$ cat src/rtl/gpp_pkg.sv
// Shared definitions for the data-memory arbiter: default widths, requester indices, FSM encoding.
// Pure declarations; no latency or backpressure of its own.
package gpp_pkg;

    localparam int ADDR_W_DEF = 10;
    localparam int DATA_W_DEF = 16;

    localparam int REQ_LOAD  = 0;
    localparam int REQ_CTRL  = 1;
    localparam int REQ_STACK = 2;

    typedef enum logic [1:0] {
        S_IDLE   = 2'd0,
        S_ACCESS = 2'd1,
        S_RDATA  = 2'd2
    } state_t;

    // Reduce a value in 0..5 to its index modulo 3.
    function automatic logic [1:0] wrap3(input logic [2:0] v);
        return (v >= 3'd3) ? 2'(v - 3'd3) : v[1:0];
    endfunction

endpackage

$ cat src/rtl/dmem_arbiter_if.sv
// Requester and memory-port bundle for the data-memory arbiter.
// Requesters hold req/we/addr/wdata until gnt; the memory answers reads one cycle after mem_en.
interface dmem_arbiter_if
    import gpp_pkg::*;
#(
    parameter int ADDR_W = ADDR_W_DEF,
    parameter int DATA_W = DATA_W_DEF
);
    logic [2:0]          req;
    logic [2:0]          we;
    logic [3*ADDR_W-1:0] addr;
    logic [3*DATA_W-1:0] wdata;
    logic [2:0]          gnt;
    logic [2:0]          rvalid;
    logic [DATA_W-1:0]   rdata;
    logic [2:0]          err;
    logic                mem_en;
    logic                mem_we;
    logic [ADDR_W-1:0]   mem_addr;
    logic [DATA_W-1:0]   mem_wdata;
    logic [DATA_W-1:0]   mem_rdata;
    logic                busy;

    modport slave (
        input  req, we, addr, wdata, mem_rdata,
        output gnt, rvalid, rdata, err, mem_en, mem_we, mem_addr, mem_wdata, busy
    );

    modport master (
        output req, we, addr, wdata, mem_rdata,
        input  gnt, rvalid, rdata, err, mem_en, mem_we, mem_addr, mem_wdata, busy
    );
endinterface

$ cat src/rtl/dmem_arbiter_rr_pick3.sv
// Combinational round-robin pick among three requesters, searching from ptr and wrapping 2 -> 0.
// Zero latency; no backpressure, any=0 when nothing is requested.
module rr_pick3
    import gpp_pkg::*;
(
    input  logic [2:0] req,
    input  logic [1:0] ptr,
    output logic [2:0] win,
    output logic [1:0] idx,
    output logic       any
);
    logic [1:0] cand;

    always_comb begin
        win  = 3'b000;
        idx  = 2'd0;
        any  = 1'b0;
        cand = 2'd0;
        for (int k = 0; k < 3; k++) begin
            cand = wrap3({1'b0, ptr} + 3'(k));
            if (!any && req[cand]) begin
                any      = 1'b1;
                idx      = cand;
                win[cand] = 1'b1;
            end
        end
    end

endmodule

$ cat src/rtl/dmem_arbiter.sv
// Round-robin arbiter giving three requesters one shared data-memory port; gnt 2 cycles after req, rvalid 1 later.
// Losers simply keep req high and are reconsidered each time the FSM returns to IDLE.
module dmem_arbiter
    import gpp_pkg::*;
#(
    parameter int ADDR_W = ADDR_W_DEF,
    parameter int DATA_W = DATA_W_DEF,
    parameter int DEPTH  = 1024
) (
    input  logic          clk,
    input  logic          rst,
    dmem_arbiter_if.slave bus
);
    localparam logic [31:0] DEPTH_U = 32'(DEPTH);

    state_t            state;
    logic [1:0]        ptr;
    logic [1:0]        idx;
    logic              lat_we;
    logic [ADDR_W-1:0] lat_addr;
    logic [DATA_W-1:0] lat_wdata;

    logic [2:0]        gnt_q;
    logic [2:0]        err_q;
    logic [2:0]        rvalid_q;
    logic              mem_en_q;

    logic [2:0]        pick_win;
    logic [1:0]        pick_idx;
    logic              pick_any;

    logic              sel_we;
    logic [ADDR_W-1:0] sel_addr;
    logic [DATA_W-1:0] sel_wdata;
    logic              sel_in_range;

    rr_pick3 u_pick (
        .req (bus.req),
        .ptr (ptr),
        .win (pick_win),
        .idx (pick_idx),
        .any (pick_any)
    );

    always_comb begin
        sel_we       = bus.we[pick_idx];
        sel_addr     = bus.addr[int'(pick_idx)*ADDR_W +: ADDR_W];
        sel_wdata    = bus.wdata[int'(pick_idx)*DATA_W +: DATA_W];
        sel_in_range = ({{(32-ADDR_W){1'b0}}, sel_addr} < DEPTH_U);
    end

    always_ff @(posedge clk or negedge rst) begin
        if (!rst) begin
            state     <= S_IDLE;
            ptr       <= 2'd0;
            idx       <= 2'd0;
            lat_we    <= 1'b0;
            lat_addr  <= '0;
            lat_wdata <= '0;
            gnt_q     <= 3'b000;
            err_q     <= 3'b000;
            rvalid_q  <= 3'b000;
            mem_en_q  <= 1'b0;
        end else begin
            gnt_q    <= 3'b000;
            err_q    <= 3'b000;
            rvalid_q <= 3'b000;
            mem_en_q <= 1'b0;
            case (state)
                S_IDLE: begin
                    if (pick_any) begin
                        idx       <= pick_idx;
                        lat_we    <= sel_we;
                        lat_addr  <= sel_addr;
                        lat_wdata <= sel_wdata;
                        ptr       <= wrap3({1'b0, pick_idx} + 3'd1);
                        gnt_q     <= pick_win;
                        // Out-of-range accesses still get a grant so the requester can retire.
                        if (sel_in_range) mem_en_q <= 1'b1;
                        else              err_q    <= pick_win;
                        state     <= S_ACCESS;
                    end
                end
                S_ACCESS: begin
                    if (mem_en_q && !lat_we) begin
                        rvalid_q <= 3'b001 << idx;
                        state    <= S_RDATA;
                    end else begin
                        state    <= S_IDLE;
                    end
                end
                S_RDATA: state <= S_IDLE;
                default: state <= S_IDLE;
            endcase
        end
    end

    assign bus.gnt       = gnt_q;
    assign bus.err       = err_q;
    assign bus.rvalid    = rvalid_q;
    assign bus.mem_en    = mem_en_q;
    assign bus.mem_we    = mem_en_q & lat_we;
    assign bus.mem_addr  = mem_en_q ? lat_addr  : '0;
    assign bus.mem_wdata = mem_en_q ? lat_wdata : '0;
    // Memory data is already registered one cycle after mem_en, so it is forwarded directly.
    assign bus.rdata     = (state == S_RDATA) ? bus.mem_rdata : '0;
    assign bus.busy      = (state != S_IDLE);

endmodule

$ cat src/flat_wrapper.sv
// flat-port wrapper written by rule: the top's interface ports become plain ports
module dmem_arbiter_flat import gpp_pkg::*;
#(
    parameter int ADDR_W = ADDR_W_DEF,
    parameter int DATA_W = DATA_W_DEF,
    parameter int DEPTH  = 1024
)
  (clk, rst, bus_req, bus_we, bus_addr, bus_wdata, bus_mem_rdata, bus_gnt, bus_rvalid, bus_rdata, bus_err, bus_mem_en, bus_mem_we, bus_mem_addr, bus_mem_wdata, bus_busy);
  dmem_arbiter_if #(.ADDR_W(ADDR_W), .DATA_W(DATA_W)) bus_i ();
  input  logic clk;
  input  logic rst;
  input wire logic [$bits(bus_i.req)-1:0] bus_req;
  input wire logic [$bits(bus_i.we)-1:0] bus_we;
  input wire logic [$bits(bus_i.addr)-1:0] bus_addr;
  input wire logic [$bits(bus_i.wdata)-1:0] bus_wdata;
  input wire logic [$bits(bus_i.mem_rdata)-1:0] bus_mem_rdata;
  output wire logic [$bits(bus_i.gnt)-1:0] bus_gnt;
  output wire logic [$bits(bus_i.rvalid)-1:0] bus_rvalid;
  output wire logic [$bits(bus_i.rdata)-1:0] bus_rdata;
  output wire logic [$bits(bus_i.err)-1:0] bus_err;
  output wire logic [$bits(bus_i.mem_en)-1:0] bus_mem_en;
  output wire logic [$bits(bus_i.mem_we)-1:0] bus_mem_we;
  output wire logic [$bits(bus_i.mem_addr)-1:0] bus_mem_addr;
  output wire logic [$bits(bus_i.mem_wdata)-1:0] bus_mem_wdata;
  output wire logic [$bits(bus_i.busy)-1:0] bus_busy;
  assign bus_i.req = bus_req;
  assign bus_i.we = bus_we;
  assign bus_i.addr = bus_addr;
  assign bus_i.wdata = bus_wdata;
  assign bus_i.mem_rdata = bus_mem_rdata;
  assign bus_gnt = bus_i.gnt;
  assign bus_rvalid = bus_i.rvalid;
  assign bus_rdata = bus_i.rdata;
  assign bus_err = bus_i.err;
  assign bus_mem_en = bus_i.mem_en;
  assign bus_mem_we = bus_i.mem_we;
  assign bus_mem_addr = bus_i.mem_addr;
  assign bus_mem_wdata = bus_i.mem_wdata;
  assign bus_busy = bus_i.busy;
  dmem_arbiter #(.ADDR_W(ADDR_W), .DATA_W(DATA_W), .DEPTH(DEPTH)) u_core (.clk(clk), .rst(rst), .bus(bus_i));
endmodule
$ cat config.mk
export PLATFORM = sky130hd
export DESIGN_NAME = dmem_arbiter_flat
export DESIGN_NICKNAME = d
export VERILOG_FILES = /design/src/rtl/gpp_pkg.sv /design/src/rtl/dmem_arbiter_if.sv /design/src/rtl/dmem_arbiter_rr_pick3.sv /design/src/rtl/dmem_arbiter.sv /design/src/flat_wrapper.sv
export SDC_FILE = /design/constraint.sdc
export NUM_CORES = 1
export LEC_CHECK = 0
export CORE_ASPECT_RATIO = 0.75
export CORE_MARGIN = 2
export CORE_UTILIZATION = 39
export CTS_CLUSTER_DIAMETER = 80
export DETAILED_ROUTE_END_ITERATION = 10
export PLACE_DENSITY = 0.82
export SLEW_MARGIN = 15
export SYNTH_ARGS = -nofsm -noshare
export SYNTH_HDL_FRONTEND = slang
export SYNTH_HIERARCHICAL = 1
export SYNTH_SLANG_ARGS = --single-unit
export TNS_END_PERCENT = 100
$ cat constraint.sdc
create_clock -name clk -period 3.1 [get_ports clk]
set_clock_uncertainty 0.15 [all_clocks]
set_input_delay 0.465 -clock clk [delete_from_list [all_inputs] [get_ports clk]]
set_output_delay 0.465 -clock clk [all_outputs]
set_load 0.01 [all_outputs]
* Word level (Yosys, flattened, before mapping)
Cells that the tools add are included.
Word-level totals: flip-flop bits (word level) 40, input bits 102, output and inout port bits 54, word-level logic and storage cells 88
Operators by class: add/subtract/negate cells 7, multipliers 1, magnitude comparators 11, equal/unequal tests 3, shift-type cells 3, multiplexer cells 39, bitwise operators 3, reduce and logical (&&, ||, !) cells 12
Operators by type and width (number):
- $shiftx 48x7->16 | 1
- $mux 16 | 2
- $shiftx 30x32->10 | 1
- $mux 3 | 7
- $mux 2 | 9
- $lt 2x3->1 const B | 4
- $mux 1 | 12
- $mux 10 | 1
- $ge 3x2->1 const B | 3
- $bmux 1 s2 | 4
- $sub 2x2->2 const B | 4
- $add 2x1->3 const B | 2
- $demux 1 s2 | 3
- $ge 2x1->1 const B | 3
- $logic_and 1x1->1 | 6
- $or 3x3->3 | 2
- $mul 2x3->5 const B | 1
- $pmux 2 s2 | 1
- $add 2x2->3 const B | 1
- $logic_not 1->1 | 3
- $shl 1x2->3 const A | 1
- $eq 2x1->1 const B | 1
- $eq 2x2->1 const B | 1
- $ge 2x2->1 const B | 1
- 5 further kinds | 5

* Longest topological paths before layout
Gate-level depths: netlist of the first run.
depth in word-level cells 14, mapped depth 12, mapped depth without buffers 9

* By module
The synthesis of the first run kept the hierarchy.
Modules (own cells, without submodules):
- dmem_arbiter | times used 1, cells each 257, area an instance 2339.7 um^2, seq. area each 1001.0 um^2
- rr_pick3 | times used 1, cells each 52, area an instance 346.6 um^2, seq. area each 0.0 um^2

* Least setup slack after synthesis of the first run
No wires, ideal clock.
path kind flip-flop to flip-flop, from register u_core.ptr[1], to register u_core.ptr[0], setup time 0.125 ns, arrival time 2.321 ns, required time 2.825 ns, slack 0.504 ns, cell stages (with the launch flop) 12, buffers on the path 2, period minus slack after synthesis 2.596 ns, cells stage by stage dfrtp_1 inv_1 ha_1 buf_6 mux2i_2 o22a_2 o2111ai_1 nand3_1 clkinv_1 clkbuf_1 ha_1 mux2_2
On the way: word-level cells in the longest chain between the ends 14, elaborated cells between the ends (all ways) 32, those cells by class add/sub: 7; order compare: 4; mux: 16; reduce/logical: 5
RTL lines:
- start, declared | line dmem_arbiter.sv:17 | logic [1:0] ptr;
- start signal, assigned | line dmem_arbiter.sv:76 | ptr <= wrap3({1'b0, pick_idx} + 3'd1);
- parallel branches: the longest is 10 deep, another holds $add 2x1->3
- $mux 2 (*) | line dmem_arbiter_rr_pick3.sv:21 | if (!any && req[cand]) begin
- net u_core.pick_idx[1] | line dmem_arbiter.sv:29 | logic [1:0] pick_idx;
- $add 2x1->3 (*) | line dmem_arbiter.sv:76
- $ge 3x2->1 (*) | line gpp_pkg.sv:20 | return (v >= 3'd3) ? 2'(v - 3'd3) : v[1:0];
- $mux 2 (*) | line gpp_pkg.sv:20
Mark *: on every way through the listed nets, which the timed path passes. The select of a mux whose other input is x is not followed. A chain may end at the register's enable or synchronous reset.

* Worst setup path after layout of the first run
from register u_core.ptr[1], to register u_core.lat_addr[0]
On the way: word-level cells in the longest chain between the ends 13, elaborated cells between the ends (all ways) 30, those cells by class add/sub: 5; mul: 1; order compare: 3; shift: 1; mux: 15; reduce/logical: 5
RTL lines:
- parallel branches: the longest is 10 deep, another holds $add 2x1->3
- $mux 2 (*) | line dmem_arbiter_rr_pick3.sv:21
- net u_core.pick_idx[1] | line dmem_arbiter.sv:29
- $mul 2x3->5 (*) | line dmem_arbiter.sv:47 | sel_addr = bus.addr[int'(pick_idx)*ADDR_W +: ADDR_W];
- $shiftx 30x32->10 (*) | line dmem_arbiter.sv:47
- end signal, assigned | line dmem_arbiter.sv:74 | lat_addr <= sel_addr;
- end, declared | line dmem_arbiter.sv:20 | logic [ADDR_W-1:0] lat_addr;
Marks and branches as above.

==> results by group, run 1 <==
Outcome
  – Status: complete, no violations

Timing
  – Fin crit share: 85.4%
  – Final Slew Violations: 0
  – # setup viols final: 0
  – Fmax: 378 MHz
  – Setup TNS: 0 ps
  – Hold Vio Cnt, Final: 0
  – Fin crit period: 2650 ps
  – Setup WS post-layout: 454 ps
  – RSZ-0062 raised after global routing: no
  – Final Hold Slack: 140 ps
  – Worst slew margin: 41.9%
  – Worst-Margin Slew: 871 ps

Setup path
  – Worst Setup Start Kind: flip-flop
  – Worst R2R Setup Slack: 450 ps
  – Worst Reg-to-Reg Cells: 10
  – Critical path type: flip-flop to flip-flop
  – Critical R2R Launch: u_core/ptr[1]
  – WP data arrival: 2710 ps
  – Crit path required time: 3160 ps
  – RR Endpoint: u_core/lat_addr[0]
  – CP Capture Type: flip-flop
  – Worst-path fanout max: 26

Power
  – Leak Pwr: 1.79 nW
  – Power Density: 934 nW/um2
  – Logic pwr share: 67.5%
  – Internal power: 0.00240 W
  – Clock power share: 8.7%
  – VDD IR max: 0.378 mV
  – Switch share: 40.8%
  – Total power: 0.00406 W
  – Sequential power share: 23.8%
  – P_sw: 0.00165 W

Synth
  – Most used DFF post-synth: dfrtp_1
  – Register area share after synthesis: 37.3%
  – Area leader, netlist: dfrtp_1
  – Top-area cell type share of the netlist area: 37.3%
  – Cell variety after synth: 42
  – Post-synth EDFFs: 0
  – Syn avg cell area: 8.69 um2
  – Synth warnings: 6
  – Mapped Cells: 309
  – Synth Register Bits: 40
  – Top post-synthesis cells by area: dfrtp_1, mux2_2, and2_1
  – Post-synth ARST share: 100%
  – Synth Cell Area: 2690 um2

Floorplanning
  – Rows: 26
  – Die W: 99.8 um
  – Die ar.: 7570 um2
  – Die H: 75.9 um
  – Io pins: 156
  – Core area: 6730 um2
  – Initial Utilization: 39.9%

Clocking
  – Clock Latency Late Sink: 290 ps
  – Root buf cell: clkbuf_8
  – CTS tree: built
  – TritonCTS buffer count: 5
  – Clock H-tree levels: 2
  – Post-CTS sizing: 0
  – Postcts setup bufs: 0
  – Reg clk slew, reported paths: 70 ps
  – Clk buf depth: 2
  – CTS Sinks: 40
  – Cts hold-fix bufs: 0

Place
  – Placement Cell Area: 4250 um2
  – RD Place Congestion: 0.838
  – Pre-CTS setup slack: 308 ps
  – PortBufs: 152
  – DP Wirelength: 5.98 mm

GRT
  – Vias in the first global route: 2554
  – Initial antenna violation count: 0
  – Largest net degree at the start of global routing: 41
  – First-pass GRT wire length: 11.7 mm
  – GRT overflow: 0
  – Total GRT Usage: 19.6%

Route
  – Via/cell ratio: 5.05
  – Router iterations before antenna repair: 4
  – Final WL: 7.66 mm
  – Via count: 2717
  – Post-route ant nets: 0
  – Initial detailed-routing violation count: 149
  – Routed wire per std cell: 14.2 um
  – # DRC: 0

Cells and area
  – Layout area overhead: 61.7%
  – Share of layout cells above drive strength 1: 11.5%
  – Post-route cell area: 4340 um2
  – Nets: 560
  – Ant. Diodes: 0
  – Filler instances: 544

Job
  – Max_cap viols: 0

Hold path
  – Hold crit path type: input pin to async pin
per-layer routing:
| layer | wire, um | vias to the layer above | track usage, % | share of wire [%] |
|---|---|---|---|---|
| met3 | 927 | 12 | 7.89 | 12 |
| met1 | 3000 | 1244 | 21.7 | 39 |
| li1 | - | 1318 | - | - |
| met5 | 0 | - | 0 | 0 |
| met4 | 106 | 0 | 5.78 | 1.4 |
| met2 | 3620 | 143 | 35.6 | 47 |
sequential cells by signal, summed over array words and instances (netlist names):
register,flops
u_core/bus.gnt,3
u_core/bus.mem_en,1
u_core/bus.rvalid,3
u_core/idx,2
u_core/lat_addr,10
u_core/lat_wdata,16
u_core/lat_we,1
u_core/ptr,2
u_core/state,2
cell type report:
cell class / instances / area (um2) / area share, %
inverters: 7 / 26.3 / 0.605
well taps: 84 / 105 / 2.42
clock inverters: 2 / 10.0 / 0.230
clock buffers: 6 / 82.6 / 1.90
repair buffers: 157 / 1590 / 36.6
multi-input cells: 242 / 1530 / 35.1
flip-flops and latches: 40 / 1000 / 23.0
placed cells by master (no fill, tap or decap), types with 2 or more instances in the layout:
master and count:
a21oi_1 4, a31oi_1 26, and2_1 46, buf_12 3, buf_4 2, clkbuf_8 6
clkdlybuf4s50_1 151, clkinv_2 2, conb_1 3, dfrtp_1 40, ha_1 5, inv_1 6
mux2_2 30, mux2i_1 3, nand2_1 61, nand2b_1 2, nor2_1 32, nor3b_1 3
o21ai_1 2, o22ai_1 2
critical path, stage by stage, from the launching register on:
cell       delay (ps)
dfrtp_1           420
inv_1              90
ha_1              360
mux2i_2           300
o22a_2            210
o2111ai_1         110
nand3_1           210
nor2b_2           180
buf_4             270
nand2_1           100
a31oi_1           170
cell usage after synthesis, drive strengths merged (2+ instances only):
library cell,n
a21oi,4
a31oi,26
and2,46
buf,17
clkbuf,5
dfrtp,40
ha,5
inv,6
mux2,31
mux2i,4
nand2,61
nand2b,3
nor2,32
nor2b,2
nor3b,4
o21ai,3
o22a,2
o22ai,2
worst max-delay path by stage:
stage                              from                    to  slack [ps]  cells after the start
after CTS                 u_core/ptr[1]   u_core/lat_wdata[2]         440                     10
after floorplan           u_core/ptr[1]         u_core/ptr[0]         500                     11
after global placement       bus_req[2]         u_core/ptr[0]         410                      7
after detailed placement     bus_req[2]         u_core/ptr[1]         310                      7
final                     u_core/ptr[1]    u_core/lat_addr[0]         450                     10
after global routing      u_core/ptr[1]  u_core/lat_wdata[15]         210                     10
power by group through the flow:
stage          Sequential, W  Combinational (W)  Clock [W]
5_1_grt              0.00101            0.00299   0.000390
3_3_place_gp        0.000961            0.00267          0
4_1_cts             0.000969            0.00275   0.000360
2_1_floorplan       0.000907            0.00184          0
3_5_place_dp        0.000979            0.00274          0
6_report            0.000964            0.00274   0.000352
logic make-up (layout without fill, tap and decap cells):
group           after synthesis  count (layout)  share of synthesized area (%)
compound gates               43              43                           10.7
fa+ha+maj                     5               5                           2.33
buf+inv                      29             172                           6.29
flops                        40              40                           37.3
mux                          35              35                           14.8
other cells                   1               3                          0.140
simple gates                156             156                           28.6
metrics by stage:
stage / util, % / instances
finish: 64.5 / 538
global route: 64.5 / 538
detailed placement: 63.1 / 530
CTS: 64.5 / 538
global placement: 63.1 / 530
floorplan: - / 311
Note: power is estimated with default switching activity, not from simulation.
==> run 2, diff against run 1 <==
--- a/config.mk
+++ b/config.mk
@@ -5,12 +5,14 @@
 export SDC_FILE = /design/constraint.sdc
 export NUM_CORES = 1
 export LEC_CHECK = 0
+export CELL_PAD_IN_SITES_DETAIL_PLACEMENT = 1
+export CELL_PAD_IN_SITES_GLOBAL_PLACEMENT = 1
 export CORE_ASPECT_RATIO = 0.75
 export CORE_MARGIN = 2
-export CORE_UTILIZATION = 39
+export CORE_UTILIZATION = 27
 export CTS_CLUSTER_DIAMETER = 80
 export DETAILED_ROUTE_END_ITERATION = 10
-export PLACE_DENSITY = 0.82
+export PLACE_DENSITY_LB_ADDON = 0.1
 export SLEW_MARGIN = 15
 export SYNTH_ARGS = -nofsm -noshare
 export SYNTH_HDL_FRONTEND = slang
==> run 2 against run 1 <==
Effect of this change:
- final area is 3.4% higher
- final cell count is 9.3% higher
- routed wire length is 17% higher
- maximum frequency is 1.6% lower
- total power is 7.2% higher
- critical path depth stayed put
- setup slack worse by 44 ps
- clock power is 65% higher
- first-iteration DRC count is 44% lower
- non-clock buffer count is 2 higher
- register-to-register slack worse by 40 ps
- worst hold slack better by 42 ps
- largest cell class unchanged
- largest power group unchanged
==> results by group, run 2 (synthesized netlist as in run 1, its figures left out) <==
Setup path
  – Worst setup startpoint: u_core/ptr[1] (unchanged)
  – Slowest cell on crit path: dfrtp_1 (unchanged)
  – CP Capture Type: flip-flop (unchanged)
  – Worst Reg-to-Reg Cells: 10 (unchanged)
  – Critical R2R Launch: u_core/ptr[1] (unchanged)
  – Crit path cell chain: inv_1 > ha_1 > mux2i_2 > nor2_1 > a21oi_1 > o22a_1 > buf_12 > mux2_2 > nand2_1 > a31oi_1 (was inv_1 > ha_1 > mux2i_2 > o22a_2 > o2111ai_1 > nand3_1 > nor2b_2 > buf_4 > nand2_1 > a31oi_1)
  – Crit path required time: 3100 ps (was 3160 ps)
  – Crit-path max cell delay: 430 ps (was 420 ps)
  – Worst Setup Start Kind: flip-flop (unchanged)
  – Worst-path fanout max: 31 (was 26)
  – Critical path type: flip-flop to flip-flop (unchanged)
  – WP data arrival: 2690 ps (was 2710 ps)

Route
  – Post-route ant nets: 0 (unchanged)
  – Routed wire per std cell: 15.2 um (was 14.2 um)
  – Via/cell ratio: 4.54 (was 5.05)
  – Router iterations before antenna repair: 4 (unchanged)
  – Final WL: 8.96 mm (was 7.66 mm)
  – # DRC: 0 (unchanged)
  – Via count: 2671 (was 2717)
  – Initial detailed-routing violation count: 84 (was 149)

Power
  – P_sw: 0.00174 W (was 0.00165 W)
  – Clock power share: 13.4% (was 8.7%)
  – Internal power: 0.00261 W (was 0.00240 W)
  – Switch share: 40.0% (was 40.8%)
  – VDD IR max: 0.399 mV (was 0.378 mV)
  – Sequential power share: 22.0% (was 23.8%)
  – Power Density: 969 nW/um2 (was 934 nW/um2)
  – Leak Pwr: 1.83 nW (was 1.79 nW)
  – Logic pwr share: 64.6% (was 67.5%)

Timing
  – Final Hold Slack: 182 ps (was 140 ps)
  – Final Slew Violations: 0 (unchanged)
  – Worst-Margin Slew: 953 ps (was 871 ps)
  – Hold Vio Cnt, Final: 0 (unchanged)
  – Worst slew margin: 36.5% (was 41.9%)
  – RSZ-0062 raised after global routing: no (unchanged)
  – # setup viols final: 0 (unchanged)
  – Fin crit share: 86.8% (was 85.4%)
  – Fin crit period: 2690 ps (was 2650 ps)
  – Setup WS post-layout: 410 ps (was 454 ps)
  – Fmax: 372 MHz (was 378 MHz)
  – Setup TNS: 0 ps (unchanged)

Place
  – PortBufs: 152 (unchanged)
  – Pre-CTS setup slack: 261 ps (was 308 ps)
  – RD Place Congestion: 0.902 (was 0.838)
  – DP Wirelength: 6.68 mm (was 5.98 mm)

Clocking
  – TritonCTS buffer count: 5 (unchanged)
  – Clock Latency Late Sink: 280 ps (was 290 ps)
  – Clk buf depth: 2 (unchanged)
  – Reg clk slew, reported paths: 60 ps (was 70 ps)
  – Cts hold-fix bufs: 0 (unchanged)
  – Postcts setup bufs: 0 (unchanged)
  – Clock H-tree levels: 2 (unchanged)
  – CTS Sinks: 40 (unchanged)
  – CTS tree: built (unchanged)
  – Post-CTS sizing: 0 (unchanged)
  – Root buf cell: clkbuf_16 (was clkbuf_8)

Floorplanning
  – Die H: 90.4 um (was 75.9 um)
  – Die W: 119 um (was 99.8 um)
  – Die ar.: 10800 um2 (was 7570 um2)
  – Rows: 31 (was 26)
  – Initial Utilization: 27.8% (was 39.9%)
  – Core area: 9660 um2 (was 6730 um2)
  – Io pins: 156 (unchanged)

Cells and area
  – Nets: 562 (was 560)
  – Most common cell after layout, fill and taps aside: clkdlybuf4s50_1 (unchanged)
  – Share of layout cells above drive strength 1: 11.6% (was 11.5%)
  – Most frequent cells in the layout: clkdlybuf4s50_1, nand2_1, and2_1 (unchanged)
  – Top reg by flops: u_core/lat_wdata (unchanged)
  – Largest register FFs: 16 (unchanged)
  – Biggest regs: u_core/lat_wdata x16, u_core/lat_addr x10 (unchanged)
  – Layout area overhead: 67.1% (was 61.7%)
  – Ant. Diodes: 0 (unchanged)

Hold path
  – Hold crit path type: input pin to async pin (unchanged)

GRT
  – First-pass GRT wire length: 14.4 mm (was 11.7 mm)
  – GRT overflow: 0 (unchanged)
  – Largest net degree at the start of global routing: 63 (was 41)
  – Total GRT Usage: 16.7% (was 19.6%)
  – Vias in the first global route: 2769 (was 2554)
  – Initial antenna violation count: 0 (unchanged)

Job
  – Max_cap viols: 0 (unchanged)

Outcome
  – Status: complete, no violations (unchanged)
run 2: cell count changes in the layout (fill, tap and decap cells not counted), sizes merged:
cell / previous run / this run
clkinv: 3 / 2
bufinv: 0 / 1
buf: 6 / 8
run 2: power by group through the flow:
stage / registers (W) / logic, W / clock network, W
finish: 0.000957 / 0.00281 / 0.000582
global route: 0.00100 / 0.00310 / 0.000628
CTS: 0.000963 / 0.00286 / 0.000602
detailed placement: 0.000969 / 0.00284 / 0
global placement: 0.000952 / 0.00279 / 0
floorplan: 0.000907 / 0.00184 / 0
run 2: stage by stage:
| stage | power (W) | util, % | cells | cell area, um2 |
|---|---|---|---|---|
| global route | 0.00473 | 46.5 | 588 | 4490 |
| global placement | 0.00374 | 44.8 | 580 | 4330 |
| floorplan | 0.00275 | - | 311 | 2690 |
| finish | 0.00435 | 46.5 | 588 | 4490 |
| detailed placement | 0.00381 | 44.8 | 580 | 4330 |
| CTS | 0.00442 | 46.5 | 588 | 4490 |
run 2: final timing paths:
| kind | to | slack (ps) |
|---|---|---|
| max | u_core/lat_addr[5] | 410 |
| min reg2reg | u_core/bus.rvalid[2] | 350 |
| min in group clk | u_core/bus.rvalid[2] | 350 |
| min | u_core/lat_wdata[5] | 180 |
| max in group asynchronous | u_core/bus.rvalid[2] | 2020 |
| max reg2reg | u_core/lat_addr[5] | 410 |
run 2: area by class of cell:
class,instances,area (um2)
Clock inverter,2,35.0
Tap cell,132,165
Clock buffer,6,129
Sequential cell,40,1000
Timing Repair Buffer,159,1610
Fill cell,1117,5170
Inverter,7,26.3
Multi-Input combinational cell,242,1530
run 2: critical path, delay by kind of cell, from the launching register on:
family	cells	cell delay (ps)
buf+inv	2	320
simple gates	2	180
compound gates	3	400
fa+ha+maj	1	380
mux	2	690
flops	1	430
run 2: layer usage:
metal  GRT usage [%]  wire (um)
met1            21.0       4040
met2            28.3       4210
met3            5.30        672
met4            3.27         41
met5               0          0
